===== config.mk =====
export PLATFORM = sky130hd
export DESIGN_NAME = mouse_packetizer_flat
export DESIGN_NICKNAME = d
export VERILOG_FILES = /design/src/rtl/mouse_packetizer_if.sv /design/src/rtl/mouse_packetizer.sv /design/src/flat_wrapper.sv
export SDC_FILE = /design/constraint.sdc
export NUM_CORES = 1
export LEC_CHECK = 0
export CORE_MARGIN = 1.5
export CORE_UTILIZATION = 55
export CTS_CLUSTER_SIZE = 10
export DETAILED_ROUTE_END_ITERATION = 12
export PLACE_DENSITY = 0.81
export SYNTH_ARGS = -nofsm -noshare
export SYNTH_HDL_FRONTEND = slang
export SYNTH_SLANG_ARGS = --single-unit
export TNS_END_PERCENT = 50

===== constraint.sdc =====
create_clock -name clock -period 3.81 [get_ports clock]
set_input_delay 0.5715 -clock clock [delete_from_list [all_inputs] [get_ports clock]]
set_output_delay 0.5715 -clock clock [all_outputs]
set_load 0.01 [all_outputs]

===== src/rtl/mouse_packetizer_if.sv =====
`default_nettype none
// ============================================================================
//  Module      : mouse_packetizer_if
//  Description : Byte-stream handshake between the mouse packetizer and the
//                downstream FIFO writer.
//                  tx_data  - packet byte
//                  tx_valid - tx_data holds a byte
//                  tx_ready - sink accepts the byte this cycle
//                A byte moves on every clock edge with tx_valid & tx_ready.
//  Revision    : 1.0 - initial release
// ============================================================================
interface mouse_packetizer_if;
    logic [7:0] tx_data;
    logic       tx_valid;
    logic       tx_ready;

    modport master (output tx_data, output tx_valid, input  tx_ready);
    modport slave  (input  tx_data, input  tx_valid, output tx_ready);
endinterface
`default_nettype wire


===== src/rtl/mouse_packetizer.sv =====
`default_nettype none
// ============================================================================
//  Module      : mouse_packetizer
//  Description : Turns absolute touch events (press/release/move/scroll) into
//                relative PS/2 mouse packets and streams the bytes out over a
//                valid/ready interface. Events arriving while a packet is in
//                flight are coalesced into a one-deep pending slot.
//  Ports       : clock, reset_n (async, active low)
//                touch_h/touch_v   - absolute coordinates (10 bit)
//                is_press/is_release/is_move/is_scroll - gesture flags
//                send_mouse_enable - one-cycle event strobe
//                tx                - byte stream (mouse_packetizer_if.master)
//                busy              - high whenever not IDLE
//                drop_count        - saturating count of lost click transitions
//  Options     : MOUSE_PACKETIZER_SCROLL_EN - 4-byte wheel packets; when
//                undefined, packets are 3 bytes and is_scroll acts as a move.
//  Revision    : 1.0 - initial release
// ============================================================================
module mouse_packetizer #(
    parameter int GAIN_SHIFT = 0
) (
    input  logic                       clock,
    input  logic                       reset_n,
    input  logic [9:0]                 touch_h,
    input  logic [9:0]                 touch_v,
    input  logic                       is_press,
    input  logic                       is_release,
    input  logic                       is_move,
    input  logic                       is_scroll,
    input  logic                       send_mouse_enable,
    mouse_packetizer_if.master         tx,
    output logic                       busy,
    output logic [7:0]                 drop_count
);

    typedef enum logic [2:0] {
        ST_IDLE  = 3'd0,
        ST_BUILD = 3'd1,
        ST_SEND0 = 3'd2,
        ST_SEND1 = 3'd3,
        ST_SEND2 = 3'd4,
        ST_SEND3 = 3'd5
    } state_t;

    typedef enum logic [1:0] {
        EV_PRESS   = 2'd0,
        EV_RELEASE = 2'd1,
        EV_MOVE    = 2'd2,
        EV_SCROLL  = 2'd3
    } event_t;

    state_t      r_state;
    logic        r_btn_left;
    logic        r_btn_prev;     // button state before the working event
    logic        r_have_ref;
    logic [9:0]  r_ref_h, r_ref_v;
    logic        r_pend_valid;
    event_t      r_pend_kind;
    logic [9:0]  r_pend_h, r_pend_v;
    logic        r_pend_btn;
    event_t      r_work_kind;
    logic [9:0]  r_work_h, r_work_v;
    logic [7:0]  r_byte1, r_byte2;
`ifdef MOUSE_PACKETIZER_SCROLL_EN
    logic [7:0]  r_byte3;
`endif
    logic [7:0]  r_tx_data;
    logic        r_tx_valid;
    logic [7:0]  r_drop_count;

    function automatic logic apply_btn(input event_t kind, input logic base);
        case (kind)
            EV_PRESS:   apply_btn = 1'b1;
            EV_RELEASE: apply_btn = 1'b0;
            default:    apply_btn = base;
        endcase
    endfunction

    // Returns {overflow, value[8:0]} after gain and saturation to -256..255.
    function automatic logic [9:0] sat9(input logic [10:0] raw);
        logic signed [13:0] v;
        v = $signed({{3{raw[10]}}, raw}) <<< GAIN_SHIFT;
        if (v > 14'sd255)
            sat9 = {1'b1, 9'h0FF};
        else if (v < -14'sd256)
            sat9 = {1'b1, 9'h100};
        else
            sat9 = {1'b0, v[8:0]};
    endfunction

    // Incoming event decode; a single strobe carries one event, the first
    // asserted flag in press/release/move/scroll order wins.
    logic   w_any;
    event_t w_in_kind;
    always_comb begin
        w_any = is_press | is_release | is_move | is_scroll;
        if (is_press)
            w_in_kind = EV_PRESS;
        else if (is_release)
            w_in_kind = EV_RELEASE;
`ifdef MOUSE_PACKETIZER_SCROLL_EN
        else if (is_move)
            w_in_kind = EV_MOVE;
        else
            w_in_kind = EV_SCROLL;
`else
        else
            w_in_kind = EV_MOVE;
`endif
    end

    // Pending-slot button tracking: a click lost when a new event undoes a
    // still-unsent button change held in the slot.
    logic w_slot_base, w_slot_btn, w_reverse;
    always_comb begin
        w_slot_base = r_pend_valid ? r_pend_btn : r_btn_left;
        w_slot_btn  = apply_btn(w_in_kind, w_slot_base);
        w_reverse   = r_pend_valid && (r_pend_btn != r_btn_left) &&
                      (w_slot_btn != r_pend_btn);
    end

    // Packet build from the working event.
    logic [10:0] w_raw_dx, w_raw_dy;
    logic        w_no_ref_move, w_use_delta, w_btn_new, w_skip;
    logic [9:0]  w_sx, w_sy;
    logic [3:0]  w_wheel;
    logic [7:0]  w_byte0;
    always_comb begin
        w_raw_dx      = {1'b0, r_work_h} - {1'b0, r_ref_h};
        w_raw_dy      = {1'b0, r_ref_v} - {1'b0, r_work_v};
        w_no_ref_move = (r_work_kind == EV_MOVE) && !r_have_ref;
        w_use_delta   = (r_work_kind == EV_MOVE) && r_have_ref;
        w_sx          = w_use_delta ? sat9(w_raw_dx) : 10'd0;
        w_sy          = w_use_delta ? sat9(w_raw_dy) : 10'd0;
        w_wheel       = 4'd0;
`ifdef MOUSE_PACKETIZER_SCROLL_EN
        if (r_work_kind == EV_SCROLL) begin
            if ($signed(w_raw_dy) > 11'sd31)
                w_wheel = 4'h7;
            else if ($signed(w_raw_dy) < -11'sd32)
                w_wheel = 4'h8;
            else
                w_wheel = w_raw_dy[5:2];  // arithmetic >>> 2, range already fits
        end
`endif
        // A move with no reference point acts like a press.
        w_btn_new = r_btn_left | w_no_ref_move;
        w_skip    = (w_sx == 10'd0) && (w_sy == 10'd0) &&
                    (w_btn_new == r_btn_prev) && (w_wheel == 4'd0);
        w_byte0   = {w_sy[9], w_sx[9], w_sy[8], w_sx[8], 3'b100, w_btn_new};
    end

    always_ff @(posedge clock or negedge reset_n) begin
        if (!reset_n) begin
            r_state      <= ST_IDLE;
            r_btn_left   <= 1'b0;
            r_btn_prev   <= 1'b0;
            r_have_ref   <= 1'b0;
            r_ref_h      <= 10'd0;
            r_ref_v      <= 10'd0;
            r_pend_valid <= 1'b0;
            r_pend_kind  <= EV_PRESS;
            r_pend_h     <= 10'd0;
            r_pend_v     <= 10'd0;
            r_pend_btn   <= 1'b0;
            r_work_kind  <= EV_PRESS;
            r_work_h     <= 10'd0;
            r_work_v     <= 10'd0;
            r_byte1      <= 8'd0;
            r_byte2      <= 8'd0;
`ifdef MOUSE_PACKETIZER_SCROLL_EN
            r_byte3      <= 8'd0;
`endif
            r_tx_data    <= 8'd0;
            r_tx_valid   <= 1'b0;
            r_drop_count <= 8'd0;
        end else begin
            // Any flagged strobe outside IDLE lands in the pending slot.
            if (r_state != ST_IDLE && send_mouse_enable && w_any) begin
                r_pend_valid <= 1'b1;
                r_pend_kind  <= w_in_kind;
                r_pend_h     <= touch_h;
                r_pend_v     <= touch_v;
                r_pend_btn   <= w_slot_btn;
                if (w_reverse && r_drop_count != 8'hFF)
                    r_drop_count <= r_drop_count + 8'd1;
            end

            case (r_state)
                ST_IDLE: begin
                    if (send_mouse_enable && w_any) begin
                        r_work_kind <= w_in_kind;
                        r_work_h    <= touch_h;
                        r_work_v    <= touch_v;
                        r_btn_prev  <= r_btn_left;
                        r_btn_left  <= apply_btn(w_in_kind, r_btn_left);
                        r_state     <= ST_BUILD;
                    end else if (r_pend_valid) begin
                        r_work_kind  <= r_pend_kind;
                        r_work_h     <= r_pend_h;
                        r_work_v     <= r_pend_v;
                        r_btn_prev   <= r_btn_left;
                        r_btn_left   <= r_pend_btn;
                        r_pend_valid <= 1'b0;
                        r_state      <= ST_BUILD;
                    end
                end
                ST_BUILD: begin
                    r_btn_left <= w_btn_new;
                    if (r_work_kind == EV_PRESS || w_no_ref_move)
                        r_have_ref <= 1'b1;
                    else if (r_work_kind == EV_RELEASE)
                        r_have_ref <= 1'b0;
                    if (w_skip) begin
                        r_state <= ST_IDLE;
                    end else begin
                        r_ref_h    <= r_work_h;
                        r_ref_v    <= r_work_v;
                        r_tx_data  <= w_byte0;
                        r_tx_valid <= 1'b1;
                        r_byte1    <= w_sx[7:0];
                        r_byte2    <= w_sy[7:0];
`ifdef MOUSE_PACKETIZER_SCROLL_EN
                        r_byte3    <= {{4{w_wheel[3]}}, w_wheel};
`endif
                        r_state    <= ST_SEND0;
                    end
                end
                ST_SEND0: if (r_tx_valid && tx.tx_ready) begin
                    r_tx_data <= r_byte1;
                    r_state   <= ST_SEND1;
                end
                ST_SEND1: if (r_tx_valid && tx.tx_ready) begin
                    r_tx_data <= r_byte2;
                    r_state   <= ST_SEND2;
                end
                ST_SEND2: if (r_tx_valid && tx.tx_ready) begin
`ifdef MOUSE_PACKETIZER_SCROLL_EN
                    r_tx_data  <= r_byte3;
                    r_state    <= ST_SEND3;
`else
                    r_tx_valid <= 1'b0;
                    r_state    <= ST_IDLE;
`endif
                end
                ST_SEND3: if (r_tx_valid && tx.tx_ready) begin
                    r_tx_valid <= 1'b0;
                    r_state    <= ST_IDLE;
                end
                default: begin
                    r_tx_valid <= 1'b0;
                    r_state    <= ST_IDLE;
                end
            endcase
        end
    end

    assign tx.tx_data  = r_tx_data;
    assign tx.tx_valid = r_tx_valid;
    assign busy        = (r_state != ST_IDLE);
    assign drop_count  = r_drop_count;

endmodule
`default_nettype wire

===== src/flat_wrapper.sv =====
// flat-port wrapper written by rule: the top's interface ports become plain ports
module mouse_packetizer_flat 
#(
    parameter int GAIN_SHIFT = 0
)
  (clock, reset_n, touch_h, touch_v, is_press, is_release, is_move, is_scroll, send_mouse_enable, busy, drop_count, tx_tx_data, tx_tx_valid, tx_tx_ready);
  mouse_packetizer_if tx_i ();
  input  logic clock;
  input  logic reset_n;
  input  logic [9:0] touch_h;
  input  logic [9:0] touch_v;
  input  logic is_press;
  input  logic is_release;
  input  logic is_move;
  input  logic is_scroll;
  input  logic send_mouse_enable;
  output logic busy;
  output logic [7:0] drop_count;
  output wire logic [$bits(tx_i.tx_data)-1:0] tx_tx_data;
  output wire logic [$bits(tx_i.tx_valid)-1:0] tx_tx_valid;
  input wire logic [$bits(tx_i.tx_ready)-1:0] tx_tx_ready;
  assign tx_tx_data = tx_i.tx_data;
  assign tx_tx_valid = tx_i.tx_valid;
  assign tx_i.tx_ready = tx_tx_ready;
  mouse_packetizer #(.GAIN_SHIFT(GAIN_SHIFT)) u_core (.clock(clock), .reset_n(reset_n), .touch_h(touch_h), .touch_v(touch_v), .is_press(is_press), .is_release(is_release), .is_move(is_move), .is_scroll(is_scroll), .send_mouse_enable(send_mouse_enable), .tx(tx_i), .busy(busy), .drop_count(drop_count));
endmodule

==> flow_summary_export.csv, run 1 <==
group,metric,value,unit
synthesis,synth_top_family_by_area,"simple AND/OR/NAND/NOR gates",
cts,cts_buffers,9,
sta,fin_setup_tns,0,ns
detailed_routing,ant_nets,0,
setup_path,path_cells,"ha_1, fa_1, nand2b_1, a211oi_1, o22a_1, nor4b_1, nor4bb_1, and4b_1, a21oi_4, buf_4, mux2_2",
synthesis,synth_xor_area_share,3.07,%
detailed_routing,routed_via_density,5.72,
floorplan,die_h,107,µm
sta,skew,0.0223,ns
setup_path,reg2reg_to,"u_core.r_byte2[2]",
setup_path,cp-end-kind,"flip-flop",
synthesis,synth_fa_ha_area_share,5.09,%
synthesis,ys_ff_latch,105,
detailed_routing,routed_wirelength,12.5,mm
synthesis,synth-simple-area-share,15.6,%
placed_design,dp_hpwl,9.21,mm
setup_path,crit_arrival,3.69,ns
cts,post_cts_resize_count,0,
sta,period_share,89.8,%
synthesis,syn_inst,616,
cts,cts_sinks,105,
global_routing,grt_pass1_vias,4497,
synthesis,synth_top_area_share,44.2,%
final_layout,layout-drive-gt1-share,10.9,%
setup_path,ff2ff_path_depth,11,
floorplan,die_w,107,µm
synthesis,syn_area,5950,µm²
final_layout,fin_nets,707,
detailed_routing,drcViolationCount,0,
synthesis,synth_cell_types,69,
synthesis,synth_seq_area_share,44.2,%
floorplan,die_area,11400,µm²
sta,period_needed,3.42,ns
sta,rsz0062_at_grt,"false",
placed_design,gp_congestion,0.916,
cts,postCtsHoldBufs,0,
detailed_routing,wire_per_inst,15.7,µm
synthesis,yosysTopAreaCell,"dfrtp_1",
power_and_ir_drop,power.density,308,nW/µm²
power_and_ir_drop,power.total,2.07,mW
synthesis,syn_avg_cell_area,9.65,µm²
power_and_ir_drop,ir_drop,0.266,mV
floorplan,start_util,57.1,%
final_layout,antenna_cells,0,
synthesis,synth_edf_count,0,
sta,maxSlewViolCount,0,
setup_path,path_class,"flip-flop to flip-flop",
cts,cts_tree,"built",
synthesis,async_flop_share,100,%
sta,setup_viol_count_final,0,
final_layout,fin_area,6730,µm²
floorplan,io_pins,46,
detailed_routing,first_pass_iters,4,
floorplan,row_count,37,
setup_path,r2r_start,"u_core.r_work_v[0]",
synthesis,ys_top_cells_by_count,"nand2_1 (106), dfrtp_1 (105), o21ai_0 (43), inv_1 (40), mux2i_1 (36)",
synthesis,ys_top_cells_by_area,"dfrtp_1 (44%), nand2_1 (6.7%), mux2_2 (6.3%), mux2i_1 (6.1%), ha_1 (4.4%)",
synthesis,synthFlopType,"dfrtp_1",
detailed_routing,first_iter_violations,254,
cts,htreeDepth,3,
placed_design,portBuffers,45,
floorplan,core,10400,µm²
synthesis,synthMuxAreaShare,12.5,%
global_routing,overflow,0,
worst_hold_path,hold_class,"input port to asynchronous set/reset pin",
cts,post-cts-setup-buffer-count,0,
global_routing,antenna_found_initial,0,
sta,relSlewSlack,49.8,%
synthesis,synth_fp_nets,667,
synthesis,yosysWarnings,0,
placed_design,placed_cell_area,6550,µm²
final_layout,area_growth_syn_to_layout,13.2,%
global_routing,grt_usage,23.3,%
setup_path,cp_max_fo,13,
flow_run,drv_cap,0,
outcome,status,"finished, final reports clean",
cts,insertion_delay,0.39,ns
setup_path,slowest_delay,0.41,ns
synthesis,yosysMostFrequentCell,"nand2_1",
cts,clk_pin_slew,0.10,ns
power_and_ir_drop,p_leak,3.12,nW
sta,tightest_slew,0.753,ns
setup_path,regToRegSetupSlack,0.39,ns
sta,timing.final.hold_violations,0,
setup_path,crit_required,4.08,ns
global_routing,grt_pass1_wl,21.2,mm
global_routing,grt_max_degree,60,
setup_path,crit_slowest_cell,"dfrtp_1",
synthesis,synth_compound_area_share,15.3,%
setup_path,critPathLaunchType,"flip-flop",
cts,clk_path_buf_depth,2,
detailed_routing,via_count,4562,
cts,cts_root_buffer,"clkbuf_8",
sta,clock.fmax,292,MHz
area by class of cell:
class,instances,area [µm²]
Multi-Input combinational cell,447,3080
Clock inverter,6,50.0
Clock buffer,10,138
Inverter,40,150
Fill cell,852,3680
Sequential cell,105,2630
Timing Repair Buffer,53,520
Tap cell,136,170
worst max-delay path: cells and delay by family, from the launching register on:
kind / cells / cell delay, ns
and+or+nand+nor: 4 / 1.12
AOI/OAI and AO/OA: 3 / 0.63
buffers and inverters: 1 / 0.20
DFF: 1 / 0.41
muxes: 1 / 0.29
adders and majority gates: 2 / 0.64
flip-flops by register name, summed over array words and instances (netlist names):
name / flops
u_core.r_pend_h: 10
u_core.r_pend_v: 10
u_core.r_ref_h: 10
u_core.r_ref_v: 10
u_core.r_work_h: 10
u_core.r_work_v: 10
u_core.drop_count: 8
u_core.r_byte1: 8
u_core.r_byte2: 8
u_core.tx.tx_data: 8
u_core.r_state: 3
u_core.r_pend_kind: 2
u_core.r_work_kind: 2
u_core.r_btn_left: 1
u_core.r_btn_prev: 1
u_core.r_have_ref: 1
u_core.r_pend_btn: 1
u_core.r_pend_valid: 1
u_core.tx.tx_valid: 1
how the worst max path moves through the flow:
stage | from | end | slack (ns)
after floorplan | u_core.r_work_v[0] | u_core.tx.tx_data[0] | 0.78
after global placement | u_core.r_work_h[0] | u_core.r_ref_v[3] | 0.61
after detailed placement | u_core.r_work_v[0] | u_core.r_byte2[2] | 0.47
after CTS | u_core.r_work_v[0] | u_core.r_ref_v[6] | 0.44
after global routing | u_core.r_work_v[0] | u_core.r_ref_v[6] | 0.20
final | u_core.r_work_v[0] | u_core.r_byte2[2] | 0.39
cell usage in the layout (no fill, tap or decap), drive strengths merged, types with 2 or more instances in the layout:
| master | n |
|---|---|
| a211o | 2 |
| a211oi | 4 |
| a21o | 9 |
| a21oi | 29 |
| a22o | 2 |
| a31oi | 5 |
| and3 | 6 |
| and3b | 2 |
| and4 | 2 |
| buf | 9 |
| clkbuf | 10 |
| clkdlybuf4s50 | 44 |
| clkinv | 3 |
| dfrtp | 105 |
| fa | 2 |
| ha | 21 |
| inv | 42 |
| mux2 | 34 |
| mux2i | 36 |
| nand2 | 106 |
| nand2b | 5 |
| nand3 | 13 |
| nand3b | 3 |
| nand4 | 5 |
| nor2 | 30 |
| nor2b | 5 |
| nor3 | 7 |
| nor3b | 2 |
| o2111ai | 3 |
| o211ai | 4 |
| o21a | 5 |
| o21ai | 46 |
| o22ai | 7 |
| o31a | 2 |
| or2 | 4 |
| xnor2 | 13 |
| xor2 | 7 |
logic make-up after synthesis:
kind of cell,Yosys count
compound gates,134
xor+xnor,20
fa+ha+maj,23
buf+inv,64
flops,105
mux,70
simple gates,200
report_power, final:
group          leakage, nW  internal, mW  switching (mW)
Sequential            1.40          1.16          0.0366
Combinational         1.62         0.104          0.0993
Clock               0.0948         0.264           0.410
per-stage QoR:
| step | utilization [%] | worst slack, ns | hold slack (ns) | std cells |
|---|---|---|---|---|
| 2_1_floorplan | - | 0.778 | 0.276 | 616 |
| 3_3_place_gp | 62.8 | 0.614 | 0.457 | 781 |
| 3_5_place_dp | 62.8 | 0.469 | 0.463 | 781 |
| 4_1_cts | 64.6 | 0.439 | 0.275 | 797 |
| 5_1_grt | 64.6 | 0.195 | 0.311 | 797 |
| 6_report | 64.6 | 0.388 | 0.260 | 797 |
routing by layer:
| metal | track usage, % | vias to the layer above | wire length (µm) |
|---|---|---|---|
| met5 | 0 | - | 0 |
| met4 | 6.57 | 0 | 176 |
| met3 | 3.71 | 17 | 417 |
| met2 | 37.7 | 90 | 6020 |
| met1 | 32.6 | 2215 | 5890 |
| li1 | - | 2240 | - |
No activity file was read; power rests on OpenSTA's default activity.
==> run 2: changes to the inputs <==
- CORE_UTILIZATION: 55 -> 40
- PLACE_DENSITY: 0.81 -> 0.63
==> run 2 against run 1 <==
Flip-flop and latch count did not move. First-iteration DRC count fell by 29%. Die area rose by 36%. Design area rose by 2.5%. Worst setup slack got worse by 0.11 ns. Fmax fell by 3.0%. Non-clock buffer count fell by 1. Global-route usage fell by 6.6 points.
==> flow_summary_export.csv, run 2 (synthesized netlist as in run 1, its figures left out) <==
group,metric,value,unit
sta,relSlewSlack,47.3,%
global_routing,antenna_found_initial,0,
detailed_routing,first_iter_violations,180,
setup_path,ff2ff_path_depth,11,
detailed_routing,drcViolationCount,0,
cts,clk_path_buf_depth,2,
setup_path,cp-end-kind,"flip-flop",
sta,period_needed,3.53,ns
floorplan,die_h,125,µm
setup_path,path_cells,"ha_1, fa_1, nand2b_1, a211oi_1, o22a_1, nor4b_1, nor4bb_1, and4b_1, a21oi_4, buf_12, mux2_2",
setup_path,crit_arrival,3.76,ns
sta,timing.final.hold_violations,0,
power_and_ir_drop,ir_drop,0.192,mV
detailed_routing,wire_per_inst,14.7,µm
sta,skew,0.00683,ns
cts,clk_pin_slew,0.07,ns
cts,post_cts_resize_count,0,
final_layout,fin_nets,706,
final_layout,fillerInstances,1381,
final_layout,layout-drive-gt1-share,10.8,%
setup_path,critPathLaunchType,"flip-flop",
detailed_routing,via_count,4502,
placed_design,placed_cell_area,6600,µm²
setup_path,crit_slowest_cell,"and4b_1",
cts,cts_root_buffer,"clkbuf_16",
cts,cts_buffers,9,
placed_design,portBuffers,45,
setup_path,crit_required,4.05,ns
floorplan,io_pins,46,
final_layout,fin_util,47.5,%
final_layout,layout_common_cells,"nand2_1 (106), dfrtp_1 (105), clkdlybuf4s50_1 (44)",
sta,worst_hold_slack,0.299,ns
cts,postCtsHoldBufs,0,
sta,layout_setup_ws,0.283,ns
flow_run,drv_cap,0,
placed_design,place_ws,0.334,ns
setup_path,critPathTopFamily,"simple AND/OR/NAND/NOR gates",
floorplan,row_count,44,
global_routing,grt_max_degree,63,
global_routing,grt_usage,16.7,%
worst_hold_path,hold_class,"input port to asynchronous set/reset pin",
detailed_routing,routed_wirelength,12.4,mm
cts,post-cts-setup-buffer-count,0,
cts,cts_tree,"built",
detailed_routing,first_pass_iters,4,
final_layout,antenna_cells,0,
global_routing,grt_pass1_wl,21.3,mm
floorplan,die_area,15600,µm²
placed_design,dp_hpwl,8.92,mm
cts,htreeDepth,3,
sta,setup_viol_count_final,0,
outcome,status,"finished, final reports clean",
cts,insertion_delay,0.35,ns
final_layout,area_growth_syn_to_layout,16.1,%
sta,clock.fmax,283,MHz
setup_path,cp.depth,11,
power_and_ir_drop,power.density,340,nW/µm²
final_layout,layout_commonest_cell,"nand2_1",
final_layout,fin_area,6900,µm²
sta,rsz0062_at_grt,"false",
floorplan,start_util,40.9,%
sta,period_share,92.6,%
power_and_ir_drop,p_leak,3.16,nW
setup_path,cp_max_fo,32,
detailed_routing,routed_via_density,5.33,
setup_path,path_class,"flip-flop to flip-flop",
sta,fin_setup_tns,0,ns
setup_path,cp.buffers_inverters,1,
detailed_routing,ant_nets,0,
setup_path,slowest_delay,0.42,ns
global_routing,grt_pass1_vias,4404,
power_and_ir_drop,power.total,2.34,mW
floorplan,core,14500,µm²
placed_design,place_inst,828,
cts,cts_sinks,105,
sta,maxSlewViolCount,0,
global_routing,overflow,0,
sta,tightest_slew,0.791,ns
floorplan,die_w,125,µm
placed_design,gp_congestion,0.851,
final_layout,instances_no_fill,844,
[run 2: changes by cell type in the layout (fill, tap and decap cells not counted)]
cell	delta
buf_4	-1
inv_8	-1
clkinvlp_4	+2
clkinv_2	-1
clkbuf_16	+9
bufinv_16	+1
clkbuf_8	-10
[run 2: metal layers]
layer,up-vias,global-route usage [%],routed length (µm)
met4,0,6.15,200
met1,2188,22.8,6070
met3,12,2.32,335
met2,63,27.2,5790
met5,-,0,0
li1,2239,-,-
[run 2: power breakdown]
| part | switching [mW] | internal [mW] | total (mW) |
|---|---|---|---|
| Sequential | 0.0356 | 1.16 | 1.19 |
| Clock | 0.432 | 0.514 | 0.946 |
| Combinational | 0.100 | 0.105 | 0.205 |
| Total | 0.568 | 1.78 | 2.34 |
[run 2: area by class of cell]
type / count / area [µm²] / area share, %
multi-input combinational: 447 / 3080 / 44.6
sequential: 105 / 2630 / 38.1
timing repair buffer: 52 / 513 / 7.43
tap: 184 / 230 / 3.34
clock buffer: 9 / 225 / 3.26
inverter: 40 / 150 / 2.18
clock inverter: 7 / 78.8 / 1.14
[run 2: worst paths after layout]
check,slack [ns],endpoint,start
max in group asynchronous,2.71,u_core.r_work_h[7],reset_n
max,0.28,u_core.r_ref_v[3],u_core.r_work_v[0]
max reg2reg,0.28,u_core.r_ref_v[3],u_core.r_work_v[0]
min in group clock,0.48,u_core.r_pend_v[9],u_core.r_pend_v[9]
min reg2reg,0.48,u_core.r_pend_v[9],u_core.r_pend_v[9]
min,0.30,u_core.r_pend_v[9],reset_n
